==> src/rtl/fs_rate_pkg.sv <==
// Shared types, constants and helpers for the symbol-rate strobe controller.
// Optional window monitor is enabled by defining FS_RATE_MON_EN.
package fs_rate_pkg;

  typedef enum logic [2:0] {
    ST_IDLE      = 3'd0,
    ST_CHECK     = 3'd1,
    ST_WAIT_EDGE = 3'd2,
    ST_LOAD      = 3'd3,
    ST_SETTLE    = 3'd4,
    ST_RUN       = 3'd5,
    ST_ERR       = 3'd6
  } fs_state_t;

  localparam logic [1:0] ERR_NONE   = 2'd0;
  localparam logic [1:0] ERR_CFG    = 2'd1;
  localparam logic [1:0] ERR_SETTLE = 2'd2;

  localparam int unsigned RST_CYC_DEF     = 2;
  localparam int unsigned TIMEOUT_CYC_DEF = 1000000;
  localparam int unsigned WIN_CYC_DEF     = 100000;

  // A config is usable only if 4*baud fits under freq, so generator pulses
  // always have idle cycles between them; the compare is done in 34 bits.
  function automatic logic fs_rate_cfg_ok(input logic [31:0] baud,
                                          input logic [31:0] freq);
    logic [33:0] baud_x4;
    baud_x4 = {2'b00, baud} << 2;
    return (baud != 32'd0) && (freq != 32'd0) && (baud_x4 <= {2'b00, freq});
  endfunction

  function automatic logic [31:0] fs_sat_inc(input logic [31:0] value,
                                             input logic        inc);
    if (inc && (value != 32'hFFFF_FFFF)) return value + 32'd1;
    return value;
  endfunction

endpackage

==> src/rtl/fs_rate_win_mon.sv <==
// Strobe-rate monitor: counts strobes over a fixed window while the
// controller is running and latches the total at the end of each window.
module fs_rate_win_mon
  import fs_rate_pkg::*;
#(
  parameter int unsigned WIN_CYC = WIN_CYC_DEF
) (
  input  logic        clk,
  input  logic        rst_n,
  input  logic        active,
  input  logic        clear,
  input  logic        strobe,
  output logic [31:0] strobe_cnt
);

  localparam logic [31:0] WIN_LAST = 32'(WIN_CYC - 1);

  logic [31:0] win;
  logic [31:0] acc;

  always_ff @(posedge clk) begin
    if (!rst_n) begin
      win        <= '0;
      acc        <= '0;
      strobe_cnt <= '0;
    end else begin
      if (clear) strobe_cnt <= '0;
      // Outside RUN the window is held at its start so it restarts cleanly.
      if (!active) begin
        win <= '0;
        acc <= '0;
      end else if (win >= WIN_LAST) begin
        win        <= '0;
        acc        <= '0;
        strobe_cnt <= fs_sat_inc(acc, strobe);
      end else begin
        win <= win + 32'd1;
        acc <= fs_sat_inc(acc, strobe);
      end
    end
  end

endmodule

==> src/rtl/fs_rate_ctrl.sv <==
// Run-time rate controller for the fs_en strobe generator: validates new
// configs and applies them on a symbol boundary. Monitor: FS_RATE_MON_EN.
module fs_rate_ctrl
  import fs_rate_pkg::*;
#(
  parameter int unsigned RST_CYC     = RST_CYC_DEF,
  parameter int unsigned TIMEOUT_CYC = TIMEOUT_CYC_DEF,
  parameter int unsigned WIN_CYC     = WIN_CYC_DEF
) (
  input  logic        sys_clk,
  input  logic        glb_rst_n,
  input  logic        cfg_valid,
  output logic        cfg_ready,
  input  logic [31:0] cfg_baud,
  input  logic [31:0] cfg_freq,
  input  logic        fs_en_in,
  output logic        gen_rst_n,
  output logic [31:0] gen_baud,
  output logic [31:0] gen_freq,
  output logic        run,
  output logic        lock,
  output logic        cfg_err,
  output logic [1:0]  err_code,
  output logic [31:0] strobe_cnt
);

  localparam logic [31:0] RST_LAST = 32'(RST_CYC - 1);
  localparam logic [31:0] TO_LAST  = 32'(TIMEOUT_CYC - 1);

  fs_state_t   state;
  logic [31:0] shadow_baud;
  logic [31:0] shadow_freq;
  logic        from_run;
  logic [31:0] cnt;

  logic cfg_ok;
  logic timeout_hit;
  logic load_go;

  assign cfg_ok      = fs_rate_cfg_ok(shadow_baud, shadow_freq);
  assign timeout_hit = (cnt >= TO_LAST);
  // Entry into LOAD: straight from CHECK when idle/errored, or on the next
  // symbol boundary (or timeout) when replacing a running configuration.
  assign load_go = ((state == ST_CHECK) && cfg_ok && !from_run) ||
                   ((state == ST_WAIT_EDGE) && (fs_en_in || timeout_hit));

  always_ff @(posedge sys_clk) begin
    if (!glb_rst_n) begin
      state       <= ST_IDLE;
      shadow_baud <= '0;
      shadow_freq <= '0;
      from_run    <= 1'b0;
      cnt         <= '0;
      cfg_ready   <= 1'b1;
      gen_rst_n   <= 1'b0;
      gen_baud    <= '0;
      gen_freq    <= '0;
      run         <= 1'b0;
      lock        <= 1'b0;
      cfg_err     <= 1'b0;
      err_code    <= ERR_NONE;
    end else begin
      case (state)
        ST_IDLE, ST_RUN, ST_ERR: begin
          if (cfg_valid) begin
            shadow_baud <= cfg_baud;
            shadow_freq <= cfg_freq;
            from_run    <= (state == ST_RUN);
            state       <= ST_CHECK;
            cfg_ready   <= 1'b0;
            cnt         <= '0;
          end
        end
        ST_CHECK: begin
          cnt <= '0;
          if (!cfg_ok) begin
            // Leave the generator untouched so an old config keeps running.
            state     <= ST_ERR;
            cfg_ready <= 1'b1;
            cfg_err   <= 1'b1;
            err_code  <= ERR_CFG;
          end else begin
            cfg_err  <= 1'b0;
            err_code <= ERR_NONE;
            if (from_run) state <= ST_WAIT_EDGE;
          end
        end
        ST_WAIT_EDGE: begin
          if (!load_go) cnt <= cnt + 32'd1;
        end
        ST_LOAD: begin
          if (cnt >= RST_LAST) begin
            state     <= ST_SETTLE;
            gen_rst_n <= 1'b1;
            cnt       <= '0;
          end else begin
            cnt <= cnt + 32'd1;
          end
        end
        ST_SETTLE: begin
          if (fs_en_in) begin
            state     <= ST_RUN;
            run       <= 1'b1;
            lock      <= 1'b1;
            cfg_ready <= 1'b1;
            cnt       <= '0;
          end else if (timeout_hit) begin
            state     <= ST_ERR;
            gen_rst_n <= 1'b0;
            cfg_err   <= 1'b1;
            err_code  <= ERR_SETTLE;
            cfg_ready <= 1'b1;
            cnt       <= '0;
          end else begin
            cnt <= cnt + 32'd1;
          end
        end
        default: begin
          state     <= ST_IDLE;
          cfg_ready <= 1'b1;
          cnt       <= '0;
        end
      endcase

      if (load_go) begin
        state     <= ST_LOAD;
        gen_baud  <= shadow_baud;
        gen_freq  <= shadow_freq;
        gen_rst_n <= 1'b0;
        run       <= 1'b0;
        lock      <= 1'b0;
        cnt       <= '0;
      end
    end
  end

`ifdef FS_RATE_MON_EN
  logic in_run;
  assign in_run = (state == ST_RUN);

  fs_rate_win_mon #(
    .WIN_CYC (WIN_CYC)
  ) u_win_mon (
    .clk        (sys_clk),
    .rst_n      (glb_rst_n),
    .active     (in_run),
    .clear      (load_go),
    .strobe     (fs_en_in),
    .strobe_cnt (strobe_cnt)
  );
`else
  assign strobe_cnt = '0;
  if (WIN_CYC == 0) begin : g_win_unused
  end
`endif

endmodule

==> config.mk <==
export PLATFORM = sky130hd
export DESIGN_NAME = fs_rate_ctrl
export DESIGN_NICKNAME = d
export VERILOG_FILES = /design/src/rtl/fs_rate_pkg.sv /design/src/rtl/fs_rate_win_mon.sv /design/src/rtl/fs_rate_ctrl.sv
export SDC_FILE = /design/constraint.sdc
export NUM_CORES = 1
export LEC_CHECK = 0
export BUFFER_PORTS_ARGS = -buffer_cell sky130_fd_sc_hd__buf_2
export CAP_MARGIN = 10
export CORE_MARGIN = 1.5
export CORE_UTILIZATION = 59
export CTS_CLUSTER_SIZE = 12
export DETAILED_ROUTE_END_ITERATION = 10
export PLACE_DENSITY = 0.93
export SLEW_MARGIN = 20
export SYNTH_ARGS = -nofsm -noshare
export SYNTH_HDL_FRONTEND = slang
export SYNTH_HIERARCHICAL = 1
export SYNTH_SLANG_ARGS = --single-unit
==> constraint.sdc <==
create_clock -name sys_clk -period 4.7 [get_ports sys_clk]
set_input_delay 0.47 -clock sys_clk [delete_from_list [all_inputs] [get_ports sys_clk]]
set_output_delay 0.47 -clock sys_clk [all_outputs]
set_load 0.03 [all_outputs]
### Yosys cells after proc, flatten, opt, wreduce, memory -nomap -nowiden

Index checks and enable logic that the tools add are counted.

* word-level logic and storage cells: 90
* output and inout port bits: 103
* register bits: 170
* input port bits: 68

* bitwise gates (word level): 3
* equality and inequality tests: 18
* reduce and logical (&&, ||, !) cells: 23
* $lt $le $gt $ge: 3
* $add $sub $neg: 1
* muxes and demuxes: 29

Operators with widths (count)
* $mux 32: 4
* $pmux 32 s4: 1
* $reduce_bool 32->1: 2
* $le 34x32->1: 1
* $add 32x1->32 const B: 1
* $ge 32x1->1 const B: 1
* $ge 32x20->1 const B: 1
* $mux 3: 6
* $pmux 3 s5: 1
* $ne 2x2->1 const B: 6
* $ne 3x3->1 const B: 4
* $mux 1: 10
* $reduce_and 5->1: 2
* $eq 3x3->1 const B: 3
* $ne 4x4->1 const B: 2
* $reduce_and 4->1: 2
* $eq 3x2->1 const B: 2
* $mux 2: 3
* $logic_and 1x1->1: 5
* $pmux 1 s2: 2
* $pmux 1 s4: 1
* $pmux 2 s2: 1
* $reduce_and 2->1: 2
* $reduce_bool 2->1: 2
* other kinds (8): 12

### Logic depth before layout (Yosys ltp)

Gate-level depths: netlist (run 1).

* depth after elaboration: 8
* gate-level depth with buffers: 11
* depth with buffers taken out: 9

### Least setup slack after synthesis (run 1)

Ideal clock, no wire load.

* path kind: reg-to-reg
* start: register shadow_freq[17]
* end: register state[0]
* arrival: 2.620 ns
* period minus slack after synthesis: 2.699 ns
* buffers on the path: 2
* path slack: 2.001 ns
* library setup time: 0.079 ns
* stages on the path, launching flop included: 12
* path through: dfxtp_1 > inv_1 > ha_1 > nand4_1 > or4_4 > or4_4 > o311ai_4 > nand3_2 > o21a_1 > buf_6 > buf_6 > a211oi_2

* longest elaborated chain between the ends: 8

Ends and longest elaborated chain
* start, declared: RTL line fs_rate_ctrl.sv:32 `logic [31:0] shadow_freq;`
* start signal, assigned: RTL line fs_rate_ctrl.sv:67 `shadow_freq <= cfg_freq;`
* branches (longest 2 deep; another with $le 34x32->1)
* $logic_and 1x1->1 *: RTL line fs_rate_pkg.sv:29 `return (baud != 32'd0) && (freq != 32'd0) && (baud_x4 <= {2'b00, freq});`
* $logic_and 1x1->1 (2 in a row): RTL line fs_rate_ctrl.sv:44 `assign load_go = ((state == ST_CHECK) && cfg_ok && !from_run) ||`
* $logic_or 1x1->1: RTL line fs_rate_ctrl.sv:44
* $ne 4x4->1 (no source line) (tied with other cells)
* $reduce_and 5->1 (no source line)
* end signal, assigned: RTL line fs_rate_ctrl.sv:49 `state <= ST_IDLE;`
* end signal, assigned: RTL line fs_rate_ctrl.sv:69 `state <= ST_CHECK;`
* end signal, assigned: RTL line fs_rate_ctrl.sv:78 `state <= ST_ERR;`
* end, declared: RTL line fs_rate_ctrl.sv:30 `fs_state_t state;`

Mark *: on every way between the ends.
A chain may end at the register's enable or synchronous reset.

### Worst setup path after layout (run 1)

* start: register shadow_freq[15]
* end: register gen_baud[16]

* longest elaborated chain between the ends: 6

Ends and longest elaborated chain
* branches (longest 2 deep; another with $le 34x32->1)
* $logic_and 1x1->1 *: RTL line fs_rate_pkg.sv:29
* $logic_and 1x1->1 * (2 in a row): RTL line fs_rate_ctrl.sv:44
* $logic_or 1x1->1 *: RTL line fs_rate_ctrl.sv:44
* end signal, assigned: RTL line fs_rate_ctrl.sv:127 `gen_baud <= shadow_baud;`
* end, declared: RTL line fs_rate_ctrl.sv:18 `output logic [31:0] gen_baud,`

Marks and branches as above.

==> results of run 1 <==
[worst max-delay path, stage by stage (launching register included)]
cell                      delay [ns]
sky130_fd_sc_hd__dfxtp_1        0.39
sky130_fd_sc_hd__inv_1          0.07
sky130_fd_sc_hd__ha_1           0.31
sky130_fd_sc_hd__nand4_1        0.17
sky130_fd_sc_hd__or4_4          0.59
sky130_fd_sc_hd__nor4_1         0.38
sky130_fd_sc_hd__a32o_1         0.26
sky130_fd_sc_hd__nand3_2        0.12
sky130_fd_sc_hd__o21a_4         0.31
sky130_fd_sc_hd__buf_16         0.28
sky130_fd_sc_hd__mux2i_1        0.25
[cells in the mapped netlist (4+ instances only)]
library cell and n:
sky130_fd_sc_hd__nand2_1 299, sky130_fd_sc_hd__dfxtp_1 170, sky130_fd_sc_hd__a21oi_1 98, sky130_fd_sc_hd__mux2i_1 64, sky130_fd_sc_hd__clkbuf_1 51, sky130_fd_sc_hd__inv_1 38, sky130_fd_sc_hd__buf_4 33, sky130_fd_sc_hd__ha_1 33
sky130_fd_sc_hd__nand3_1 25, sky130_fd_sc_hd__nor4_1 24, sky130_fd_sc_hd__a311oi_1 16, sky130_fd_sc_hd__nand4_1 16, sky130_fd_sc_hd__nor2_1 15, sky130_fd_sc_hd__o21ai_0 13, sky130_fd_sc_hd__nor3_1 12, sky130_fd_sc_hd__a41oi_1 10
sky130_fd_sc_hd__a31oi_1 9, sky130_fd_sc_hd__and3_1 9, sky130_fd_sc_hd__buf_6 6, sky130_fd_sc_hd__nand2b_1 6, sky130_fd_sc_hd__o211a_1 6, sky130_fd_sc_hd__o21a_1 6, sky130_fd_sc_hd__or3_1 6, sky130_fd_sc_hd__and2_1 4
[how the worst max path moves through the flow]
stage	endpoint	slack, ns	cells after the start
2_1_floorplan	state[0]$_SDFFE_PN0P_	2.00	11
3_3_place_gp	gen_baud[9]$_SDFFE_PN0P_	1.56	9
3_5_place_dp	gen_baud[26]$_SDFFE_PN0P_	1.42	9
4_1_cts	gen_baud[16]$_SDFFE_PN0P_	1.33	9
5_1_grt	gen_baud[16]$_SDFFE_PN0P_	1.36	10
6_report	gen_baud[16]$_SDFFE_PN0P_	1.46	10
[layout by cell type (no fill, tap or decap), types with 16 or more instances in the layout]
master,synthesis,routed
sky130_fd_sc_hd__nand2_1,299,298
sky130_fd_sc_hd__dfxtp_1,170,170
sky130_fd_sc_hd__buf_2,2,137
sky130_fd_sc_hd__a21oi_1,98,98
sky130_fd_sc_hd__mux2i_1,64,64
sky130_fd_sc_hd__inv_1,38,38
sky130_fd_sc_hd__ha_1,33,33
sky130_fd_sc_hd__conb_1,1,32
sky130_fd_sc_hd__nand3_1,25,25
sky130_fd_sc_hd__nor4_1,24,24
sky130_fd_sc_hd__clkbuf_16,0,17
sky130_fd_sc_hd__nand4_1,16,16
sky130_fd_sc_hd__a311oi_1,16,16
[stage by stage]
step           std cells  hold WS [ns]  instance area [sq um]  utilization [%]  setup WS [ns]
5_1_grt             1302         0.266                   9370             70.0           1.36
3_3_place_gp        1270         0.442                   8760             65.4           1.56
4_1_cts             1301         0.263                   9350             69.7           1.33
6_report            1302         0.268                   9370             70.0           1.46
2_1_floorplan       1044         0.452                   8310                -           2.00
3_5_place_dp        1270         0.449                   8760             65.4           1.42
[power by group through the flow]
| stage | logic, W | clock network (W) | registers [W] |
|---|---|---|---|
| floorplan | 0.00144 | 0 | 0.00196 |
| global placement | 0.00187 | 0 | 0.00189 |
| detailed placement | 0.00193 | 0 | 0.00190 |
| CTS | 0.00196 | 0.00140 | 0.00188 |
| global route | 0.00219 | 0.00145 | 0.00191 |
| finish | 0.00201 | 0.00139 | 0.00189 |
[cell type report]
type | count | area (sq um)
multi-input cells | 741 | 4250
fillers | 994 | 4030
flip-flops and latches | 170 | 3400
repair buffers | 145 | 766
clock buffers | 18 | 439
well taps | 176 | 220
inverters | 39 | 146
clock inverters | 13 | 145
[logic make-up (layout without fill, tap and decap cells)]
| kind of cell | Yosys count | after routing | synth area share [%] |
|---|---|---|---|
| adders and majority gates | 33 | 33 | 5.04 |
| DFF | 170 | 170 | 41.5 |
| AOI/OAI and AO/OA | 182 | 182 | 14.3 |
| other | 1 | 32 | 0.0458 |
| muxes | 64 | 64 | 7.82 |
| buffers and inverters | 133 | 215 | 8.18 |
| and+or+nand+nor | 430 | 430 | 23.1 |
[state kept, by name, summed over array words and instances, names as in the netlist]
name	flops
from_run	1
shadow_freq	32
gen_rst_n	1
cfg_ready	1
err_code	2
cfg_err	1
cnt	32
gen_freq	32
shadow_baud	32
gen_baud	32
lock	1
state	3
[metal layers]
layer  track usage, %  part of all wire, %  up-vias
li1                 -                    -     3639
met1             37.8                   39     3633
met2             50.7                   47      470
met3             6.77                   10       90
met4             13.3                  3.7        0
met5                0                    0        -
==> key figures, run 1 <==
Critical path
  • Register-to-Register Path Depth: 10
  • Critical Path Start: shadow_freq[15]$_SDFFE_PN0P_
  • Maximum fanout count along the critical path: 38
  • Critical path endpoint category: flip-flop
  • Reg2reg setup slack: approximately 1.5 ns
  • Destination of the worst register-to-register timing path: gen_baud[16]$_SDFFE_PN0P_
  • Critical path startpoint category: flip-flop
  • RR Startpoint: shadow_freq[15]$_SDFFE_PN0P_
  • Arrival time at the worst endpoint: 3.59 ns
  • Required time worst endpoint: about 5.1 ns
  • Kind of critical path: flip-flop to flip-flop

Route
  • Final WL: roughly 22000 um
  • Avg Vias per Cell: between 6 and 7
  • Detailed-router iteration count before antenna repair: 5
  • Via count: ~7.8k
  • Remaining routing DRC violations: 0
  • Avg WL per Cell: around 17 um
  • DRT antenna net count: 0
  • DR iter-0 viols: between 900 and 1k

Synth
  • Dominant synthesized flop cell: sky130_fd_sc_hd__dfxtp_1
  • Top cells by area, synth: sky130_fd_sc_hd__dfxtp_1 42%, sky130_fd_sc_hd__nand2_1 14%, sky130_fd_sc_hd__mux2i_1 7.8%
  • Post-Synthesis Mean Instance Area: 8.09 sq um
  • Yosys warns: 6
  • Number of cells produced by synthesis: 1013
  • FFs w/ async S/R, synth: 0%
  • Combined area of all synthesized cells: 8200 sq um
  • Synth Register Bits: 170
  • Distinct cells, synth: 57
  • Cell accounting for the most synthesized area: sky130_fd_sc_hd__dfxtp_1
  • Top cell type's share of synthesized area: about 42%
  • Sequential fraction of the synthesis area: between 40% and 50%
  • Number of flops mapped to enable cells by yosys: 0

STA
  • Post-route minimum period: approximately 3.2 ns
  • Worst-Margin Slew: roughly 1.1 ns
  • Worst slew margin: between 20% and 30%
  • RSZ-0062 raised after global routing: no
  • Final cycle utilization of the critical path: 68.9%
  • Final hold violations: 0
  • Achievable frequency: around 0.3 GHz
  • Setup TNS: 0 ns
  • Final setup violation count: 0
  • Worst Clk Skew: between 0.01 and 0.015 ns
  • Fin. max-slew vios: 0

Die
  • Width of the die: 121 um
  • FP Rows: 42
  • Area of the die: 14600 sq um
  • Area inside the core boundary: between 10000 and 15000 sq um
  • Die H: about 120 um
  • Effective utilization at floorplan: around three fifths
  • IO Pins: 171

Clocking
  • Number of buffers added to fix hold violations after cts: 0
  • Total CTS buffers: 17
  • Clock root cell: sky130_fd_sc_hd__clkbuf_16
  • Clock-pin slew on the worst setup and hold paths: 0.07 ns
  • Clock sinks: 170
  • Clock Path Buffers: 2
  • Clock tree from TritonCTS: built
  • Post-cts gate resize count: 0
  • Latest clock arrival within the worst-skew pair: roughly 0.44 ns
  • Setup Fix Bufs, Post-CTS: 0
  • H-tree levels: 4

GRT
  • Global-route wire length before repair: 35500 um
  • Total global routing track utilization: a little under a third
  • Total global routing overflow: 0
  • Maximum number of pins on one net before global-route repair: 98
  • Number of antenna violations at the first check in global routing: 0
  • Vias in the first global route: ~7.3k

Worst hold path
  • Hold Path Sink: shadow_baud[5]$_SDFFE_PN0P_
  • Hold/Removal Path Class: input pin to flip-flop
  • Hold path startpoint: cfg_baud[5]
  • Hold path depth: 3

Power and ir drop
  • Clock network power share: a little over a quarter
  • Power per standard cell area: between 500 and 600 nW/um^2
  • Worst supply voltage drop on vdd: 421 uV
  • Cell internal power dissipation: between 0.003 and 0.004 W
  • Pleak: 4.16 nW
  • Sequential share of power: between 30% and 40%
  • Switching power: between 0.002 and 0.0025 W
  • Switching share of power: about two fifths
  • Comb power frac: 38.0%
  • Total Power Consumption: about 0.0053 W

Placement
  • Input/output buffers: roughly 140
  • Sum of net half-perimeters after detailed placement: ~15000 um
  • Global placer's final weighted congestion: just over 0.9

Layout
  • Final layout net count: between 1k and 1.5k
  • P&R area growth vs syn: 14.4%
  • Layout cell share with drive strength beyond 1: around 17%
  • Number of antenna repair diodes: 0

Job
  • Max cap viols: 0

Outcome
  • Result of the run: finished clean
Note: power is estimated with default switching activity, not from simulation.
==> run 2: changes to the inputs <==
Settings changed: CORE_UTILIZATION 59 to 55, PLACE_DENSITY 0.93 to 0.88.
Clock period 4.7 ns to 3.3 ns, I/O delays scaled along.
==> run 2 against run 1 <==
Against the previous run: via count fell by 2.5%; worst hold slack got worse by 0.15 ns; clock skew decreased by 0.0025 ns; clock power increased by 47%.
==> key figures, run 2 (same netlist as run 1, synthesis figures left out) <==
STA
  • Final hold slack: 0.122 ns (was 0.268 ns)
  • RSZ-0062 raised after global routing: no (unchanged)
  • Worst-Margin Slew: 1.05 ns (was 1.06 ns)
  • Worst Clk Skew: 0.00869 ns (was 0.0112 ns)
  • Final cycle utilization of the critical path: 87.7% (was 68.9%)
  • Setup TNS: 0 ns (unchanged)
  • Final hold violations: 0 (unchanged)
  • Achievable frequency: 0.345 GHz (was 0.309 GHz)
  • Post-route minimum period: 2.89 ns (was 3.24 ns)
  • Worst slew margin: 30.2% (was 29.3%)
  • Fin. max-slew vios: 0 (unchanged)
  • Final setup violation count: 0 (unchanged)

Layout
  • Layout cell share with drive strength beyond 1: 17.1% (was 17.0%)
  • Multi-input gate area in the final layout: 4250 sq um (unchanged)
  • Final cell area excluding filler cells: 9460 sq um (was 9370 sq um)
  • Commonest non-fill, non-tap cells in the layout: 298 x sky130_fd_sc_hd__nand2_1, 170 x sky130_fd_sc_hd__dfxtp_1, 137 x sky130_fd_sc_hd__buf_2 (unchanged)
  • FILL cells: 1180 (was 994)
  • Leading cell type in the layout, fill and taps excluded: sky130_fd_sc_hd__nand2_1 (unchanged)
  • Number of antenna repair diodes: 0 (unchanged)
  • Combined flip-flop and latch cell area: 3400 sq um (unchanged)
  • Final layout net count: 1217 (was 1215)
  • P&R area growth vs syn: 15.4% (was 14.4%)

Placement
  • Input/output buffers: 138 (unchanged)
  • Post-DP Area: 8860 sq um (was 8760 sq um)
  • Sum of net half-perimeters after detailed placement: 14300 um (was 14600 um)
  • Global placer's final weighted congestion: 0.935 (was 0.909)

Power and ir drop
  • Pleak: 4.19 nW (was 4.16 nW)
  • Comb power frac: 37.8% (was 38.0%)
  • Switching power: 0.00301 W (was 0.00216 W)
  • Sequential share of power: 35.3% (was 35.7%)
  • Switching share of power: 39.6% (was 40.7%)
  • Power per standard cell area: 804 nW/um^2 (was 565 nW/um^2)
  • Cell internal power dissipation: 0.00459 W (was 0.00314 W)
  • Clock network power share: 26.9% (was 26.3%)
  • Worst supply voltage drop on vdd: 643 uV (was 421 uV)

GRT
  • Maximum number of pins on one net before global-route repair: 92 (was 98)
  • Total global routing overflow: 0 (unchanged)
  • Global-route wire length before repair: 33600 um (was 35500 um)
  • Vias in the first global route: 6966 (was 7285)
  • Number of antenna violations at the first check in global routing: 0 (unchanged)
  • Total global routing track utilization: 26.4% (was 30.4%)

Clocking
  • Total CTS buffers: 17 (unchanged)
  • H-tree levels: 4 (unchanged)
  • Number of buffers added to fix hold violations after cts: 0 (unchanged)
  • Clock-pin slew on the worst setup and hold paths: 0.07 ns (about the same)
  • Setup Fix Bufs, Post-CTS: 0 (unchanged)
  • Clock root cell: sky130_fd_sc_hd__clkbuf_16 (unchanged)
  • Latest clock arrival within the worst-skew pair: 0.44 ns (about the same)
  • Clock Path Buffers: 2 (unchanged)
  • Clock sinks: 170 (unchanged)
  • Clock tree from TritonCTS: built (unchanged)
  • Post-cts gate resize count: 0 (unchanged)

Route
  • Final WL: 20800 um (was 22200 um)
  • Detailed-router iteration count before antenna repair: 5 (unchanged)
  • Avg WL per Cell: 15.8 um (was 17.0 um)
  • DR iter-0 viols: 695 (was 919)
  • DRT antenna net count: 0 (unchanged)
  • Via count: 7639 (was 7832)
  • Remaining routing DRC violations: 0 (unchanged)
  • Avg Vias per Cell: 5.82 (was 6.02)

Critical path
  • Maximum fanout count along the critical path: 39 (was 38)
  • Required time worst endpoint: 3.62 ns (was 5.05 ns)
  • Arrival time at the worst endpoint: 3.21 ns (was 3.59 ns)
  • Cells along the critical path: inv_1 > ha_1 > nand4_1 > or4_4 > nor4_1 > a32o_1 > nand3_2 > o21a_4 > buf_12 > mux2i_1 (was inv_1 > ha_1 > nand4_1 > or4_4 > nor4_1 > a32o_1 > nand3_2 > o21a_4 > buf_16 > mux2i_1)
  • Library cell contributing the largest single delay on the critical path: sky130_fd_sc_hd__or4_4 (unchanged)
  • Critical path startpoint category: flip-flop (unchanged)
  • Critical path endpoint category: flip-flop (unchanged)
  • Kind of critical path: flip-flop to flip-flop (unchanged)
  • Delay contributed by the slowest stage of the critical path: 0.54 ns (was 0.59 ns)

Worst hold path
  • Hold/Removal Path Class: input pin to flip-flop (unchanged)

Die
  • IO Pins: 171 (unchanged)
  • Area inside the core boundary: 14500 sq um (was 13400 sq um)
  • Width of the die: 125 um (was 121 um)
  • Effective utilization at floorplan: 56.4% (was 61.2%)
  • Area of the die: 15600 sq um (was 14600 sq um)
  • Die H: 125 um (was 121 um)
  • FP Rows: 44 (was 42)

Outcome
  • Result of the run: finished clean (unchanged)

Job
  • Max cap viols: 0 (unchanged)
[run 2: cell types whose count changed in the layout (fill, tap and decap cells not counted)]
cell	delta
sky130_fd_sc_hd__inv_6	+1
sky130_fd_sc_hd__buf_16	-1
sky130_fd_sc_hd__clkbuf_8	-1
sky130_fd_sc_hd__buf_4	-2
sky130_fd_sc_hd__clkinv_4	-3
sky130_fd_sc_hd__clkbuf_1	+1
sky130_fd_sc_hd__buf_12	+5
sky130_fd_sc_hd__clkinv_2	+1
sky130_fd_sc_hd__clkinvlp_4	+1
sky130_fd_sc_hd__bufinv_16	+1
[run 2: worst max-delay path: cells and delay by family, from the launching register on]
kind | cells | cell delay [ns]
AO/OA/AOI/OAI | 2 | 0.41
adder cells (fa/ha/maj) | 1 | 0.31
buffers and inverters | 2 | 0.29
flip-flops | 1 | 0.41
multiplexers | 1 | 0.15
AND/OR/NAND/NOR | 4 | 1.19
[run 2: per-layer routing]
layer  wire, um  vias up  track usage [%]
met3       1600       58             6.12
met4        627        0             11.4
met2       9590      339             42.1
li1           -     3660                -
met1       8950     3582             34.5
met5          0        -                0
[run 2: power groups by stage]
stage               sequential [W]  clock (W)  combinational (W)
global placement           0.00270          0            0.00278
finish                     0.00268    0.00205            0.00288
detailed placement         0.00271          0            0.00284
CTS                        0.00267    0.00206            0.00286
global route               0.00271    0.00216            0.00314
floorplan                  0.00280          0            0.00205
[run 2: cell type report]
class | instances | area share [%]
clock inverter | 14 | 1.80
inverter | 39 | 1.55
clock buffer | 18 | 4.54
tap | 184 | 2.43
sequential | 170 | 36.0
multi-input combinational | 741 | 45.0
timing repair buffer | 147 | 8.71
[run 2: worst paths after layout]
kind	from	to	slack, ns	cells past startpoint
worst min-delay path	cfg_baud[6]	shadow_baud[6]$_SDFFE_PN0P_	0.12	3
worst max-delay path	shadow_freq[11]$_SDFFE_PN0P_	gen_baud[10]$_SDFFE_PN0P_	0.41	10
worst max register to register	shadow_freq[11]$_SDFFE_PN0P_	gen_baud[10]$_SDFFE_PN0P_	0.41	10
worst min register to register	gen_freq[24]$_SDFFE_PN0P_	gen_freq[24]$_SDFFE_PN0P_	0.46	2
[run 2: metrics by stage]
stage | total power, W | worst slack (ns) | cells | utilization (%)
floorplan | 0.00485 | 0.601 | 1044 | -
global placement | 0.00548 | 0.553 | 1281 | 60.9
detailed placement | 0.00555 | 0.487 | 1281 | 60.9
CTS | 0.00759 | 0.465 | 1313 | 65.1
global route | 0.00801 | 0.190 | 1313 | 65.1
finish | 0.00760 | 0.405 | 1313 | 65.1
